**config.mk**
```make
export PLATFORM = sky130hd
export DESIGN_NAME = uart_tx
export DESIGN_NICKNAME = d
export VERILOG_FILES = /design/src/rtl/uart_pkg.sv /design/src/rtl/uart_parity_gen.sv /design/src/rtl/uart_tx.sv
export SDC_FILE = /design/constraint.sdc
export NUM_CORES = 1
export LEC_CHECK = 0
export BUFFER_PORTS_ARGS = -buffer_cell sky130_fd_sc_hd__buf_2
export CAP_MARGIN = 15
export CORE_MARGIN = 2
export CORE_UTILIZATION = 45
export CTS_BUF_LIST = sky130_fd_sc_hd__clkbuf_16
export DETAILED_ROUTE_END_ITERATION = 10
export HOLD_SLACK_MARGIN = 0.03
export PLACE_DENSITY = 0.7
export RECOVER_POWER = 25
export SLEW_MARGIN = 20
export SYNTH_ARGS = -nofsm -noshare
export SYNTH_HDL_FRONTEND = slang
export SYNTH_HIERARCHICAL = 1
export SYNTH_SLANG_ARGS = --single-unit
```
**constraint.sdc**
```tcl
create_clock -name clk -period 2 [get_ports clk]
set_input_delay 0.1 -clock clk [delete_from_list [all_inputs] [get_ports clk]]
set_output_delay 0.1 -clock clk [all_outputs]
set_load 0.02 [all_outputs]
```
**src/rtl/uart_pkg.sv**
```systemverilog
// uart_pkg: state encoding and frame constants shared by the UART transmitter and receiver.
package uart_pkg;
   typedef enum logic [2:0] {
      IDLE   = 3'd0,
      START  = 3'd1,
      DATA   = 3'd2,
      PARITY = 3'd3,
      STOP   = 3'd4
   } uart_state_e;
   localparam int DATA_BITS     = 8;
   localparam int MAX_STOP_BITS = 2;
endpackage

```
**src/rtl/uart_parity_gen.sv**
```systemverilog
// uart_parity_gen: even or odd parity over one data word.
module uart_parity_gen
   import uart_pkg::*;
#(
   parameter bit PARITY_ODD = 1'b0
) (
   input  logic [DATA_BITS-1:0] data_i,
   output logic                 parity_o
);
   assign parity_o = PARITY_ODD ? ~^data_i : ^data_i;
endmodule

```
**src/rtl/uart_tx.sv**
```systemverilog
// uart_tx: byte-wide UART transmitter with a one-entry holding register for gapless frames.
module uart_tx
   import uart_pkg::*;
#(
   parameter bit PARITY_EN  = 1'b1,
   parameter bit PARITY_ODD = 1'b0,
   parameter int STOP_BITS  = 1
) (
   input  logic                 clk,
   input  logic                 reset,
   input  logic                 bit_tick,
   input  logic [DATA_BITS-1:0] tx_data,
   input  logic                 tx_valid,
   output logic                 tx_ready,
   output logic                 txd,
   output logic                 busy,
   output logic                 tx_done
);
   localparam int CW = $clog2(DATA_BITS);
   localparam int SW = $clog2(MAX_STOP_BITS);
   localparam logic [CW-1:0] LAST_BIT = CW'(DATA_BITS - 1);

   uart_state_e          state_q, state_d;
   logic [DATA_BITS-1:0] shift_q, shift_d, hold_data_q, hold_data_d;
   logic [CW-1:0]        bit_cnt_q, bit_cnt_d;
   logic [SW-1:0]        stop_cnt_q, stop_cnt_d;
   logic                 hold_full_q, hold_full_d;
   logic                 par_q, par_d, txd_q, txd_d, done_q, done_d;
   logic                 par_new, last_stop;

   uart_parity_gen #(.PARITY_ODD(PARITY_ODD)) u_par (
      .data_i  (hold_data_q),
      .parity_o(par_new)
   );

   assign last_stop = int'(stop_cnt_q) >= STOP_BITS - 1;
   assign tx_ready  = !hold_full_q;
   assign busy      = state_q != IDLE;
   assign txd       = txd_q;
   assign tx_done   = done_q;

   always_comb begin
      state_d     = state_q;
      shift_d     = shift_q;
      hold_data_d = hold_data_q;
      hold_full_d = hold_full_q;
      bit_cnt_d   = bit_cnt_q;
      stop_cnt_d  = stop_cnt_q;
      par_d       = par_q;
      txd_d       = txd_q;
      done_d      = 1'b0;
      if (tx_valid && !hold_full_q) begin
         hold_data_d = tx_data;
         hold_full_d = 1'b1;
      end
      if (bit_tick) begin
         case (state_q)
            START: begin
               txd_d     = shift_q[0];
               bit_cnt_d = '0;
               state_d   = DATA;
            end
            DATA: begin
               if (bit_cnt_q != LAST_BIT) begin
                  shift_d   = shift_q >> 1;
                  txd_d     = shift_q[1];
                  bit_cnt_d = bit_cnt_q + 1'b1;
               end else begin
                  txd_d      = PARITY_EN ? par_q : 1'b1;
                  stop_cnt_d = '0;
                  state_d    = PARITY_EN ? PARITY : STOP;
               end
            end
            PARITY: begin
               txd_d      = 1'b1;
               stop_cnt_d = '0;
               state_d    = STOP;
            end
            STOP: begin
               if (!last_stop) stop_cnt_d = stop_cnt_q + 1'b1;
               else begin
                  done_d  = 1'b1;
                  txd_d   = 1'b1;
                  state_d = IDLE;
               end
            end
            default: state_d = IDLE;
         endcase
         // Next frame starts straight from IDLE or from the end of the last stop bit.
         if (hold_full_q && (state_q == IDLE || (state_q == STOP && last_stop))) begin
            shift_d     = hold_data_q;
            hold_full_d = 1'b0;
            par_d       = par_new;
            txd_d       = 1'b0;
            state_d     = START;
         end
      end
   end

   always_ff @(posedge clk) begin
      if (!reset) begin
         state_q     <= IDLE;
         shift_q     <= '0;
         hold_data_q <= '0;
         hold_full_q <= 1'b0;
         bit_cnt_q   <= '0;
         stop_cnt_q  <= '0;
         par_q       <= 1'b0;
         txd_q       <= 1'b1;
         done_q      <= 1'b0;
      end else begin
         state_q     <= state_d;
         shift_q     <= shift_d;
         hold_data_q <= hold_data_d;
         hold_full_q <= hold_full_d;
         bit_cnt_q   <= bit_cnt_d;
         stop_cnt_q  <= stop_cnt_d;
         par_q       <= par_d;
         txd_q       <= txd_d;
         done_q      <= done_d;
      end
   end
endmodule

```
# Yosys cells after proc, flatten, opt, wreduce, memory -nomap -nowiden
# Cells that the tools add are included.
# op_classes
add_sub_neg,1
n_eq_ne,7
n_mux,15
reduce_logical,18
# op_table
operator,count
two-way mux 8 bit,3
two-way mux 3 bit,3
case mux 3 bit (3 select lines),1
AND reduction 2 bit,4
XOR reduction 8 bit,1
== test 3 x 2 -> 1 bit (second input constant),2
two-way mux 1 bit,6
inequality test 3 bit (second input constant),2
case mux 3 bit (2 select lines),1
AND reduction 3 bit,2
nonzero test 2 bit,3
nonzero test 4 bit,1
adder 3 x 1 -> 3 bit (second input constant),1
== test 3 x 1 -> 1 bit (second input constant),1
== test 3 bit (second input constant),1
logical NOT 3 bit,1
case mux 1 bit (3 select lines),1
nonzero test 3 bit,1
logical AND 1 bit,2
inequality test 2 bit (second input constant),1
OR reduction 2 bit,1
logical NOT 1 bit,1
logical OR 1 bit,1
# totals
reg_bits,26
inputBits,12
output_inout_bits,4

# Longest topological paths before layout
# Gate-level depths: netlist of the first run.
# logic_depth
word_depth,5
depth_mapped,5
mapped_depth_nobuf,5

# Modules after synthesis
# The synthesis of the first run kept the hierarchy.
# by_module_without_submodules
module,n_inst,cells_per_inst,area_each_um2
uart_tx,1,130,1255.0
uart_parity_gen,1,7,61.3

# Least setup slack after synthesis of the first run
# Ideal clock, no wire load.
# synth_path
path_kind,register to register
from,register bit_cnt_q[0]
to,register bit_cnt_q[0]
setup_ns,0.072
arrival_ns,1.485
t_required_ns,1.928
slack_ns,0.443
stages_incl_launch_ff,6
path_buffers,0
path_cell_list,dfxtp_1 -> ha_1 -> ha_1 -> or3b_1 -> a21oi_2 -> mux2i_1
# synth_via
elab_chain_len,3
elab_cells_between_ends,6
classes_between,add/sub (1); eq/ne (2); mux (2); reduce/logical (1)
# synth_lines
element,line_no,source
start: declaration,uart_tx.sv:25,"logic [CW-1:0] bit_cnt_q, bit_cnt_d;"
start signal: assignment,uart_tx.sv:116,bit_cnt_q <= bit_cnt_d;
adder 3 x 1 -> 3 bit / inequality test 3 bit (equally long branches),"uart_tx.sv:67, uart_tx.sv:64",
two-way mux 3 bit / inequality test 2 bit (equally long branches),n/a,
case mux 3 bit (2 select lines) / AND reduction 3 bit (equally long branches),n/a,
# Parallel ways exist; a longest one is shown, timed or not. The select of a mux whose other input is x is not followed.
# A chain may end at the register's enable or synchronous reset.

# Worst setup path after layout of the first run
# Same ends and word-level chain as after synthesis.

==> metrics.txt, run 1 <==
# TYPE chip_impl_metric gauge
chip_impl_metric{name="clock_tree.buffer_depth",unit=""} 2
chip_impl_metric{name="post_syn_nets",unit=""} 151
chip_impl_metric{name="post_route_cells_drive_above_1_share",unit="%"} 13.61
chip_impl_metric{name="synth_seq_area_share",unit="%"} 39.54
chip_impl_info{name="clock-root-buffer",value="clkbuf_16"} 1
chip_impl_metric{name="vdd.ir_drop.worst",unit="V"} 0.0004989
chip_impl_metric{name="final-max-slew-violation-count",unit=""} 0
chip_impl_info{name="post_synth_most_frequent_cells",value="dfxtp_1 (26), mux2i_1 (20), a211oi_1 (14), nor2_1 (11), xnor2_1 (6)"} 1
chip_impl_info{name="timing.hold.worst.class",value="in2reg"} 1
chip_impl_metric{name="starting_utilization_of_the_core_area",unit="%"} 47.73
chip_impl_metric{name="syn-instance-count",unit=""} 137
chip_impl_info{name="series_of_cell_instances_along_the_critical_path",value="ha_1 -> ha_1 -> or3b_1 -> a21oi_2 -> mux2i_1"} 1
chip_impl_metric{name="detailedPlacementHpwl",unit="um"} 1858
chip_impl_metric{name="die_area",unit="um2"} 3374
chip_impl_metric{name="placement_rows",unit=""} 19
chip_impl_metric{name="post_synth_instance_area",unit="um2"} 1316
chip_impl_info{name="timing.rr.start",value="bit_cnt_q[0]$_SDFFE_PN0P_"} 1
chip_impl_metric{name="fin_worst_hold_slack",unit="ps"} 78.25
chip_impl_metric{name="synth_warnings",unit=""} 6
chip_impl_info{name="rsz0062_at_grt",value="false"} 1
chip_impl_metric{name="cts-buffers-inserted",unit=""} 3
chip_impl_metric{name="whs_path_depth",unit=""} 3
chip_impl_metric{name="antenna_found_initial",unit=""} 0
chip_impl_info{name="hold_path.startpoint",value="tx_data[2]"} 1
chip_impl_info{name="synthDominantAreaCellType",value="dfxtp_1"} 1
chip_impl_metric{name="dr_wl_met2",unit="um"} 1233
chip_impl_metric{name="reg2reg_slack",unit="ps"} 250
chip_impl_metric{name="die_y",unit="um"} 58.09
chip_impl_info{name="timing.critical_path.to_type",value="flip-flop"} 1
chip_impl_metric{name="final_cell_area",unit="um2"} 1463
chip_impl_metric{name="final_cells",unit=""} 178
chip_impl_metric{name="avgSynthCellArea",unit="um2"} 9.608
chip_impl_metric{name="worst_pin_slew",unit="ps"} 632.3
chip_impl_metric{name="grtUsageTotal",unit="%"} 17.96
chip_impl_info{name="synth_flop_cell",value="dfxtp_1"} 1
chip_impl_info{name="worst_path_most_repeated_cell",value="ha_1"} 1
chip_impl_metric{name="clk_pin_slew_worst_paths",unit="ps"} 60
chip_impl_metric{name="dieWidth",unit="um"} 58.09
chip_impl_info{name="topRoutingLayerUsed",value="met4"} 1
chip_impl_metric{name="dr_wl_met3",unit="um"} 126
chip_impl_metric{name="power.total",unit="mW"} 1.255
chip_impl_metric{name="fin_util",unit="%"} 53.04
chip_impl_metric{name="core_box_area",unit="um2"} 2758
chip_impl_metric{name="yosys_reg_bits",unit=""} 26
chip_impl_metric{name="worstPathArrival",unit="ps"} 1930
chip_impl_metric{name="dp_worst_setup_slack",unit="ps"} 294.2
chip_impl_metric{name="placedCellCount",unit=""} 174
chip_impl_info{name="yosys.cell_count.top_type",value="dfxtp_1"} 1
chip_impl_metric{name="synth-edff-count",unit=""} 0
chip_impl_metric{name="fmax",unit="MHz"} 572.5
chip_impl_metric{name="power_leakage",unit="nW"} 0.5375
chip_impl_metric{name="slew-limit-headroom",unit="%"} 57.80
chip_impl_metric{name="design.final.nets",unit=""} 162
chip_impl_metric{name="r2r_cells",unit=""} 5
chip_impl_metric{name="grt_pass1_vias",unit=""} 1005
chip_impl_metric{name="vias_per_instance",unit=""} 5.831
chip_impl_metric{name="design.portCount",unit=""} 16
chip_impl_info{name="crit_slowest_cell",value="or3b_1"} 1
chip_impl_metric{name="max_cap_viol_count",unit=""} 0
chip_impl_metric{name="detailed_place.area",unit="um2"} 1391
chip_impl_metric{name="fin_ws",unit="ps"} 253.3
chip_impl_metric{name="post-route-period-util",unit="%"} 87.33
chip_impl_metric{name="path_max_fanout",unit=""} 5
chip_impl_info{name="worstHoldEndpoint",value="hold_data_q[2]$_SDFFE_PN0P_"} 1
chip_impl_metric{name="post_drt_wl_per_cell",unit="um"} 14.88
chip_impl_metric{name="cp_data_required_time",unit="ps"} 2180
chip_impl_metric{name="layout_min_cycle_time",unit="ps"} 1747
chip_impl_metric{name="number_of_library_cell_types_mapped_by_synthesis",unit=""} 36
chip_impl_metric{name="synth_top_area_share",unit="%"} 39.54
chip_impl_metric{name="grt_max_degree",unit=""} 21
chip_impl_metric{name="remaining_drc_errors",unit=""} 0
chip_impl_metric{name="drt.antenna.violating_nets",unit=""} 0
chip_impl_metric{name="power-per-cell-area",unit="nW/um2"} 857.8
chip_impl_metric{name="global_route_wire_length_before_repair",unit="um"} 4698
chip_impl_metric{name="gp_routability_congestion",unit=""} 0.7688
chip_impl_metric{name="h-tree-depth",unit=""} 1
chip_impl_metric{name="finalSetupViolations",unit=""} 0
chip_impl_metric{name="total_grt_overflow",unit=""} 0
chip_impl_info{name="r2r-end",value="bit_cnt_q[0]$_SDFFE_PN0P_"} 1
chip_impl_metric{name="synth_async_sr_flop_share",unit="%"} 0
chip_impl_info{name="criticalPathCategory",value="reg2reg"} 1
chip_impl_metric{name="dr_total_vias",unit=""} 1038
chip_impl_info{name="cts_tree",value="done"} 1
chip_impl_metric{name="postCtsSetupRepairBufs",unit=""} 0
chip_impl_metric{name="report.final.hold_viol_count",unit=""} 0
chip_impl_metric{name="totalNegativeSetupSlack",unit="ps"} 0
chip_impl_metric{name="areaGrowthSynthToFinish",unit="%"} 11.12
chip_impl_metric{name="initialDrtViolationCount",unit=""} 30
chip_impl_info{name="critical-path-top-delay-family",value="adder cells"} 1
chip_impl_info{name="cp-startpoint",value="bit_cnt_q[0]$_SDFFE_PN0P_"} 1
chip_impl_info{name="start_kind",value="flip-flop"} 1
chip_impl_metric{name="fin_worst_skew",unit="ps"} 1.622
chip_impl_metric{name="port_buffers",unit=""} 15
chip_impl_metric{name="clk-insertion-delay-late",unit="ps"} 260
chip_impl_metric{name="critical_path.max_stage_delay",unit="ps"} 390
chip_impl_metric{name="crit_buf_inv",unit=""} 0
chip_impl_metric{name="tritoncts_num_sinks",unit=""} 26
chip_impl_metric{name="wirelength_met1",unit="um"} 1257
chip_impl_info{name="run_status",value="finished clean"} 1
chip_impl_metric{name="route.final.wire_length",unit="um"} 2649
chip_impl_metric{name="first_pass_iters",unit=""} 4
chip_impl_metric{name="cts-resized-gates",unit=""} 0
chip_impl_metric{name="antenna-diode-count",unit=""} 0
chip_impl_info{name="yosys-top-cells-area",value="dfxtp_1 (40%), mux2i_1 (15%), a211oi_1 (8.0%), xnor2_1 (4.0%), nor2_1 (3.1%)"} 1
chip_impl_metric{name="cts-hold-fix-buffers",unit=""} 0
[cells in the final DEF (no fill, tap or decap), types with 2 or more instances in the layout]
master     instances
mux2i_1           20
nand2_1            5
dfxtp_1           26
nand3_1            4
buf_2             12
o21ai_0            3
nand3b_1           2
nor2b_1            2
nand2b_1           4
clkbuf_16          3
inv_1              4
xnor2_1            6
nor3b_1            2
ha_1               2
nor2_1            11
a21oi_1            3
clkbuf_1           4
a211oi_1          14
[report_power, final]
group,internal [mW],switching (mW)
clock network,0.267,0.175
logic,0.107,0.107
registers,0.554,0.0435
[state kept, by name (all words and copies together) (netlist names)]
register and flops:
state_q 3, bit_cnt_q 3, hold_data_q 8, hold_full_q 1, tx_done 1, txd 1, par_q 1, shift_q 8
[logic make-up after synthesis]
family / after synthesis / share of synthesized area, %
compound gates: 28 / 15.49
buf+inv: 15 / 5.228
fa+ha+maj: 2 / 1.901
flops: 26 / 39.54
simple gates: 39 / 17.97
mux: 20 / 15.21
xor+xnor: 7 / 4.658
[worst register-to-register path: stages (launching register included)]
cell,delay [ps]
dfxtp_1,330
ha_1,200
ha_1,240
or3b_1,390
a21oi_2,270
mux2i_1,240
[worst max path at each step]
stage	slack, ps	to	cells after the start
after floorplan	440	bit_cnt_q[0]$_SDFFE_PN0P_	5
final	250	bit_cnt_q[0]$_SDFFE_PN0P_	5
after global placement	400	bit_cnt_q[0]$_SDFFE_PN0P_	5
after detailed placement	290	bit_cnt_q[2]$_SDFFE_PN0P_	5
after global routing	170	bit_cnt_q[0]$_SDFFE_PN0P_	5
after CTS	240	bit_cnt_q[0]$_SDFFE_PN0P_	5
[layer usage]
layer  track usage (%)  up-vias
met4             5.980        0
met5                 0        -
met1             24.83      493
met2             28.41       28
met3             3.125        5
li1                  -      512
[layout make-up]
type	instances	area [um2]
Inverter	4	15.01
Sequential cell	26	520.5
Clock buffer	3	75.07
Clock inverter	1	3.754
Fill cell	261	1295
Timing Repair Buffer	17	82.58
Multi-Input combinational cell	96	726.9
Tap cell	31	38.79
Note: power is estimated with default switching activity, not from simulation.
==> run 2, diff against run 1 <==
--- a/config.mk
+++ b/config.mk
@@ -9,9 +9,9 @@
 export CAP_MARGIN = 15
 export CORE_MARGIN = 2
-export CORE_UTILIZATION = 45
+export CORE_UTILIZATION = 50
 export CTS_BUF_LIST = sky130_fd_sc_hd__clkbuf_16
 export DETAILED_ROUTE_END_ITERATION = 10
 export HOLD_SLACK_MARGIN = 0.03
-export PLACE_DENSITY = 0.7
+export PLACE_DENSITY = 0.76
 export RECOVER_POWER = 25
 export SLEW_MARGIN = 20
==> constraint.sdc (replaced) <==
create_clock -name clk -period 2 [get_ports clk]
set_input_delay 0.1 -clock clk [delete_from_list [all_inputs] [get_ports clk]]
set_output_delay 0.1 -clock clk [all_outputs]
set_load 0.05 [all_outputs]
==> metrics.txt, run 2 (synthesis results as in run 1) <==
# TYPE chip_impl_metric gauge
chip_impl_metric{name="power.total",unit="mW"} 1.260
chip_impl_metric{name="multi_input_comb_area",unit="um2"} 726.9
chip_impl_info{name="start_kind",value="flip-flop"} 1
chip_impl_metric{name="die_y",unit="um"} 55.31
chip_impl_metric{name="tritoncts_num_sinks",unit=""} 26
chip_impl_metric{name="global_route_wire_length_before_repair",unit="um"} 4843
chip_impl_metric{name="grt_pass1_vias",unit=""} 1054
chip_impl_metric{name="power_leakage",unit="nW"} 0.5360
chip_impl_metric{name="path_max_fanout",unit=""} 5
chip_impl_metric{name="drt.antenna.violating_nets",unit=""} 0
chip_impl_metric{name="first_pass_iters",unit=""} 4
chip_impl_metric{name="areaGrowthSynthToFinish",unit="%"} 10.74
chip_impl_metric{name="clk-insertion-delay-late",unit="ps"} 250
chip_impl_metric{name="dieWidth",unit="um"} 55.31
chip_impl_metric{name="antenna-diode-count",unit=""} 0
chip_impl_metric{name="vias_per_instance",unit=""} 5.938
chip_impl_metric{name="total_grt_overflow",unit=""} 0
chip_impl_metric{name="core_box_area",unit="um2"} 2477
chip_impl_metric{name="final-max-slew-violation-count",unit=""} 0
chip_impl_metric{name="r2r_cells",unit=""} 5
chip_impl_metric{name="worst_pin_slew",unit="ps"} 653.8
chip_impl_info{name="hold_path.startpoint",value="tx_data[0]"} 1
chip_impl_metric{name="clk_pin_slew_worst_paths",unit="ps"} 60
chip_impl_metric{name="fin_worst_hold_slack",unit="ps"} 80.57
chip_impl_metric{name="whs_path_depth",unit=""} 3
chip_impl_metric{name="detailedPlacementHpwl",unit="um"} 1837
chip_impl_metric{name="design.portCount",unit=""} 16
chip_impl_metric{name="max_cap_viol_count",unit=""} 0
chip_impl_metric{name="grtUsageTotal",unit="%"} 19.79
chip_impl_metric{name="route.final.wire_length",unit="um"} 2751
chip_impl_metric{name="remaining_drc_errors",unit=""} 0
chip_impl_metric{name="h-tree-depth",unit=""} 1
chip_impl_info{name="timing.hold.worst.class",value="in2reg"} 1
chip_impl_metric{name="design.final.nets",unit=""} 162
chip_impl_info{name="worstHoldEndpoint",value="hold_data_q[0]$_SDFFE_PN0P_"} 1
chip_impl_metric{name="initialDrtViolationCount",unit=""} 31
chip_impl_metric{name="report.final.hold_viol_count",unit=""} 0
chip_impl_info{name="r2r-end",value="bit_cnt_q[1]$_SDFFE_PN0P_"} 1
chip_impl_metric{name="postCtsSetupRepairBufs",unit=""} 0
chip_impl_metric{name="placement_rows",unit=""} 18
chip_impl_metric{name="post_route_cells_drive_above_1_share",unit="%"} 13.70
chip_impl_metric{name="starting_utilization_of_the_core_area",unit="%"} 53.13
chip_impl_info{name="top_regs",value="hold_data_q (8), shift_q (8)"} 1
chip_impl_metric{name="dr_total_vias",unit=""} 1045
chip_impl_metric{name="power-per-cell-area",unit="nW/um2"} 864.6
chip_impl_metric{name="placedCellCount",unit=""} 173
chip_impl_info{name="rsz0062_at_grt",value="false"} 1
chip_impl_metric{name="dr_wl_met3",unit="um"} 107
chip_impl_metric{name="gp_routability_congestion",unit=""} 0.8237
chip_impl_metric{name="cts-hold-fix-buffers",unit=""} 0
chip_impl_metric{name="post-route-period-util",unit="%"} 84.65
chip_impl_metric{name="slew-limit-headroom",unit="%"} 56.37
chip_impl_metric{name="cts-resized-gates",unit=""} 0
chip_impl_metric{name="grt_max_degree",unit=""} 21
chip_impl_metric{name="worstPathArrival",unit="ps"} 1880
chip_impl_info{name="topRoutingLayerUsed",value="met4"} 1
chip_impl_info{name="cts_tree",value="done"} 1
chip_impl_metric{name="cp_data_required_time",unit="ps"} 2190
chip_impl_metric{name="port_buffers",unit=""} 15
chip_impl_info{name="timing.critical_path.to_type",value="flip-flop"} 1
chip_impl_metric{name="dp_worst_setup_slack",unit="ps"} 321.0
chip_impl_info{name="criticalPathCategory",value="reg2reg"} 1
chip_impl_metric{name="layout.area.seq",unit="um2"} 520.5
chip_impl_metric{name="fmax",unit="MHz"} 590.7
chip_impl_metric{name="antenna_found_initial",unit=""} 0
chip_impl_metric{name="finalSetupViolations",unit=""} 0
chip_impl_info{name="layout.cells.most_common_list",value="dfxtp_1 (26), mux2i_1 (20), a211oi_1 (14), buf_2 (12), nor2_1 (11)"} 1
chip_impl_metric{name="filler_cell_count",unit=""} 244
chip_impl_metric{name="dr_wl_met2",unit="um"} 1280
chip_impl_metric{name="vdd.ir_drop.worst",unit="V"} 0.0005299
chip_impl_metric{name="clock_tree.buffer_depth",unit=""} 2
chip_impl_metric{name="fin_ws",unit="ps"} 307.0
chip_impl_metric{name="fin_worst_skew",unit="ps"} 2.951
chip_impl_info{name="clock-root-buffer",value="clkbuf_16"} 1
chip_impl_metric{name="post_drt_wl_per_cell",unit="um"} 15.63
chip_impl_info{name="layout_commonest_cell",value="dfxtp_1"} 1
chip_impl_metric{name="cts-buffers-inserted",unit=""} 3
chip_impl_info{name="run_status",value="finished clean"} 1
chip_impl_metric{name="totalNegativeSetupSlack",unit="ps"} 0
chip_impl_info{name="timing.rr.start",value="bit_cnt_q[0]$_SDFFE_PN0P_"} 1
chip_impl_metric{name="final_cells",unit=""} 176
chip_impl_metric{name="wirelength_met1",unit="um"} 1274
chip_impl_metric{name="reg2reg_slack",unit="ps"} 310
chip_impl_metric{name="layout_min_cycle_time",unit="ps"} 1693
chip_impl_metric{name="die_area",unit="um2"} 3059
## run 2: area by class of cell
cell class / instances / share of cell area [%]
clock buffer: 3 / 5.150
tap: 30 / 2.575
multi-input combinational: 96 / 49.87
sequential: 26 / 35.71
inverter: 4 / 1.030
timing repair buffer: 17 / 5.665
## run 2: worst max-delay path by stage
| stage | cells past startpoint | endpoint | from | slack [ps] |
|---|---|---|---|---|
| floorplan | 5 | bit_cnt_q[0]$_SDFFE_PN0P_ | bit_cnt_q[0]$_SDFFE_PN0P_ | 440 |
| global placement | 5 | bit_cnt_q[0]$_SDFFE_PN0P_ | bit_cnt_q[0]$_SDFFE_PN0P_ | 400 |
| detailed placement | 5 | bit_cnt_q[1]$_SDFFE_PN0P_ | bit_cnt_q[0]$_SDFFE_PN0P_ | 320 |
| CTS | 5 | bit_cnt_q[1]$_SDFFE_PN0P_ | bit_cnt_q[0]$_SDFFE_PN0P_ | 300 |
| global route | 5 | bit_cnt_q[0]$_SDFFE_PN0P_ | bit_cnt_q[0]$_SDFFE_PN0P_ | 220 |
| finish | 5 | bit_cnt_q[1]$_SDFFE_PN0P_ | bit_cnt_q[0]$_SDFFE_PN0P_ | 310 |
## run 2: worst max-delay path, stage by stage (launching register included)
cell	delay [ps]
dfxtp_1	330
ha_1	200
ha_1	240
or3b_1	390
a21oi_2	260
mux2i_1	210
## run 2: layer usage
metal / up-vias / track usage, %
li1: 513 / -
met3: 12 / 4.918
met2: 29 / 30.27
met1: 491 / 25.22
met4: 0 / 11.50
met5: - / 0
## run 2: report_power, final
group	total (mW)	internal [mW]	switching [mW]
Combinational	0.234	0.107	0.127
Sequential	0.599	0.554	0.0446
Clock	0.427	0.264	0.163
Total	1.26	0.926	0.334
## run 2: metrics by stage
| step | cell area, um2 | utilization (%) |
|---|---|---|
| floorplan | 1316 | - |
| global placement | 1390 | 56.11 |
| detailed placement | 1390 | 56.11 |
| CTS | 1465 | 59.14 |
| global route | 1458 | 58.84 |
| finish | 1458 | 58.84 |
==> run 3, diff against run 2 <==
- ABC_AREA: default -> 1
- clock period: 2 -> 1.8 ns (I/O delays scaled with it)
==> metrics.txt, run 3 <==
# TYPE chip_impl_metric gauge
chip_impl_metric{name="clk-insertion-delay-late",unit="ps"} 250
chip_impl_metric{name="post_synth_instance_area",unit="um2"} 1441
chip_impl_metric{name="starting_utilization_of_the_core_area",unit="%"} 52.27
chip_impl_info{name="hold_path.startpoint",value="tx_data[3]"} 1
chip_impl_metric{name="placedCellCount",unit=""} 265
chip_impl_metric{name="clock_power_share",unit="%"} 31.7
chip_impl_metric{name="first_pass_iters",unit=""} 4
chip_impl_metric{name="design.portCount",unit=""} 16
chip_impl_metric{name="vias_per_instance",unit=""} 4.854
chip_impl_metric{name="finalSetupViolations",unit=""} 0
chip_impl_metric{name="fin_ws",unit="ps"} 294.5
chip_impl_metric{name="syn-instance-count",unit=""} 222
chip_impl_metric{name="final_cell_area",unit="um2"} 1605
chip_impl_metric{name="fin_worst_skew",unit="ps"} 2.382
chip_impl_metric{name="cellInternalPower",unit="mW"} 1.037
chip_impl_metric{name="fin_worst_hold_slack",unit="ps"} 52.99
chip_impl_metric{name="r2r_cells",unit=""} 8
chip_impl_info{name="timing.hold.worst.class",value="in2reg"} 1
chip_impl_info{name="top_regs",value="hold_data_q (8), shift_q (8)"} 1
chip_impl_metric{name="number_of_library_cell_types_mapped_by_synthesis",unit=""} 22
chip_impl_metric{name="yosys_reg_bits",unit=""} 26
chip_impl_metric{name="totalNegativeSetupSlack",unit="ps"} 0
chip_impl_metric{name="fmax",unit="MHz"} 664.2
chip_impl_metric{name="sequentialPowerShare",unit="%"} 45.1
chip_impl_metric{name="initialDrtViolationCount",unit=""} 64
chip_impl_metric{name="whs_path_depth",unit=""} 3
chip_impl_metric{name="reg2reg_slack",unit="ps"} 290
chip_impl_metric{name="synth_seq_area_share",unit="%"} 36.11
chip_impl_info{name="synthDominantAreaCellType",value="dfxtp_1"} 1
chip_impl_metric{name="power_leakage",unit="nW"} 0.8083
chip_impl_metric{name="post_drt_wl_per_cell",unit="um"} 10.37
chip_impl_metric{name="dr_wl_met2",unit="um"} 1328
chip_impl_metric{name="dr_wl_met3",unit="um"} 73
chip_impl_metric{name="dieWidth",unit="um"} 57.69
chip_impl_metric{name="layout_min_cycle_time",unit="ps"} 1506
chip_impl_metric{name="p_sw_share",unit="%"} 30.87
chip_impl_metric{name="report.final.hold_viol_count",unit=""} 0
chip_impl_info{name="timing.critical_path.to_type",value="flip-flop"} 1
chip_impl_metric{name="worstPathArrival",unit="ps"} 1660
chip_impl_info{name="layout.cells.most_common_list",value="nand2_1 (77), nor2_1 (37), dfxtp_1 (26), inv_1 (21), o21ai_0 (17)"} 1
chip_impl_metric{name="vdd.ir_drop.worst",unit="V"} 0.0009080
chip_impl_info{name="criticalPathCategory",value="reg2reg"} 1
chip_impl_metric{name="detailed_place.area",unit="um2"} 1541
chip_impl_metric{name="core_box_area",unit="um2"} 2758
chip_impl_metric{name="path_max_fanout",unit=""} 10
chip_impl_info{name="rsz0062_at_grt",value="false"} 1
chip_impl_metric{name="postCtsSetupRepairBufs",unit=""} 0
chip_impl_metric{name="slew-limit-headroom",unit="%"} 60.94
chip_impl_info{name="synth_flop_cell",value="dfxtp_1"} 1
chip_impl_metric{name="antenna-diode-count",unit=""} 0
chip_impl_metric{name="worst_pin_slew",unit="ps"} 588.4
chip_impl_metric{name="synth_async_sr_flop_share",unit="%"} 0
chip_impl_info{name="topRoutingLayerUsed",value="met4"} 1
chip_impl_info{name="clock-root-buffer",value="clkbuf_16"} 1
chip_impl_metric{name="grt_pass1_vias",unit=""} 1175
chip_impl_metric{name="dp_worst_setup_slack",unit="ps"} 429.1
chip_impl_metric{name="antenna_found_initial",unit=""} 0
chip_impl_metric{name="post_route_cells_drive_above_1_share",unit="%"} 13.92
chip_impl_metric{name="cts-buffers-inserted",unit=""} 3
chip_impl_metric{name="design.final.nets",unit=""} 253
chip_impl_metric{name="final-max-slew-violation-count",unit=""} 0
chip_impl_info{name="start_kind",value="flip-flop"} 1
chip_impl_info{name="yosys-top-cells-area",value="dfxtp_1 (36%), nand2_1 (20%), nor2_1 (9.4%), o21ai_0 (5.9%), inv_1 (5.5%)"} 1
chip_impl_metric{name="tritoncts_num_sinks",unit=""} 26
chip_impl_metric{name="clk_pin_slew_worst_paths",unit="ps"} 60
chip_impl_metric{name="synth_warnings",unit=""} 6
chip_impl_metric{name="cts-resized-gates",unit=""} 0
chip_impl_metric{name="remaining_drc_errors",unit=""} 0
chip_impl_info{name="cts_tree",value="done"} 1
chip_impl_metric{name="wirelength_met1",unit="um"} 1356
chip_impl_metric{name="power-per-cell-area",unit="nW/um2"} 934.4
chip_impl_metric{name="post_syn_nets",unit=""} 236
chip_impl_metric{name="route.final.wire_length",unit="um"} 2780
chip_impl_metric{name="h-tree-depth",unit=""} 1
chip_impl_metric{name="max_cap_viol_count",unit=""} 0
chip_impl_metric{name="total_grt_overflow",unit=""} 0
chip_impl_metric{name="die_y",unit="um"} 57.69
chip_impl_metric{name="final_cells",unit=""} 268
chip_impl_info{name="timing.rr.start",value="state_q[1]$_SDFFE_PN0P_"} 1
chip_impl_metric{name="clock_tree.buffer_depth",unit=""} 2
chip_impl_metric{name="detailedPlacementHpwl",unit="um"} 2081
chip_impl_metric{name="fin_util",unit="%"} 58.21
chip_impl_metric{name="die_area",unit="um2"} 3328
chip_impl_metric{name="placement_rows",unit=""} 19
chip_impl_metric{name="drt.antenna.violating_nets",unit=""} 0
chip_impl_info{name="layout_commonest_cell",value="nand2_1"} 1
chip_impl_metric{name="areaGrowthSynthToFinish",unit="%"} 11.37
chip_impl_metric{name="grtUsageTotal",unit="%"} 18.98
chip_impl_metric{name="grt_max_degree",unit=""} 23
chip_impl_info{name="post_synth_most_frequent_cells",value="nand2_1 (77), nor2_1 (36), dfxtp_1 (26), inv_1 (21), o21ai_0 (17)"} 1
chip_impl_metric{name="synth-edff-count",unit=""} 0
chip_impl_metric{name="avgSynthCellArea",unit="um2"} 6.493
chip_impl_metric{name="gp_routability_congestion",unit=""} 0.8031
chip_impl_metric{name="power.total",unit="mW"} 1.500
chip_impl_metric{name="global_route_wire_length_before_repair",unit="um"} 4885
chip_impl_metric{name="comb_power_share",unit="%"} 23.3
chip_impl_metric{name="dr_total_vias",unit=""} 1301
chip_impl_metric{name="synth_top_area_share",unit="%"} 36.11
chip_impl_metric{name="post-route-period-util",unit="%"} 83.64
chip_impl_metric{name="cts-hold-fix-buffers",unit=""} 0
chip_impl_info{name="yosys.cell_count.top_type",value="nand2_1"} 1
chip_impl_info{name="run_status",value="finished clean"} 1
chip_impl_metric{name="net-switching-power",unit="mW"} 0.4630
chip_impl_metric{name="port_buffers",unit=""} 15
chip_impl_metric{name="cp_data_required_time",unit="ps"} 1950
chip_impl_info{name="cp-startpoint",value="state_q[1]$_SDFFE_PN0P_"} 1
[run 3: changes by cell type in the layout (fill, tap and decap cells not counted), moves of 6 or more]
cell	before	now
o21ai_1	0	9
nor2_2	0	8
xnor2_1	6	0
nor2_1	11	37
mux2i_1	20	0
a211oi_1	14	0
o21ai_0	3	17
nand2_1	5	77
inv_1	4	21
[run 3: final timing paths]
check / to
hold / removal: hold_data_q[3]$_SDFFE_PN0P_
setup reg to reg: shift_q[0]$_SDFFE_PN0P_
setup / recovery: shift_q[0]$_SDFFE_PN0P_
hold reg to reg: shift_q[7]$_SDFFE_PN0P_
[run 3: final cells by class]
cell class	instances	area (um2)
Fill cell	273	1152
Multi-Input combinational cell	169	797.0
Sequential cell	26	520.5
Inverter	24	102.6
Clock buffer	3	75.07
Timing Repair Buffer	15	71.32
Tap cell	31	38.79
[run 3: power groups by stage]
| stage | Sequential (mW) | Clock, mW | Combinational (mW) |
|---|---|---|---|
| detailed placement | 0.690 | 0 | 0.354 |
| floorplan | 0.691 | 0 | 0.277 |
| global placement | 0.689 | 0 | 0.348 |
| finish | 0.676 | 0.475 | 0.349 |
| CTS | 0.677 | 0.495 | 0.356 |
| global route | 0.682 | 0.521 | 0.397 |
[run 3: metal layers]
metal | vias to the layer above | GRT usage [%]
li1 | 716 | -
met2 | 16 | 33.93
met5 | - | 0
met3 | 2 | 5.357
met4 | 0 | 4.983
met1 | 567 | 22.22
[run 3: cells by family after synthesis]
logic type               Yosys count  share of synthesized area (%)
buffers and inverters             27                          8.072
AND/OR/NAND/NOR                  137                          43.49
adder cells (fa/ha/maj)            2                          1.736
AO/OA/AOI/OAI                     30                          10.59
flip-flops                        26                          36.11
[run 3: critical path: stages, from the launching register on]
cell     delay, ps
dfxtp_1        360
nor2_1         400
nand2_8        160
inv_8          130
nand2_8         70
nand2_8        110
inv_6           60
nor2_2          80
nor2_1          40
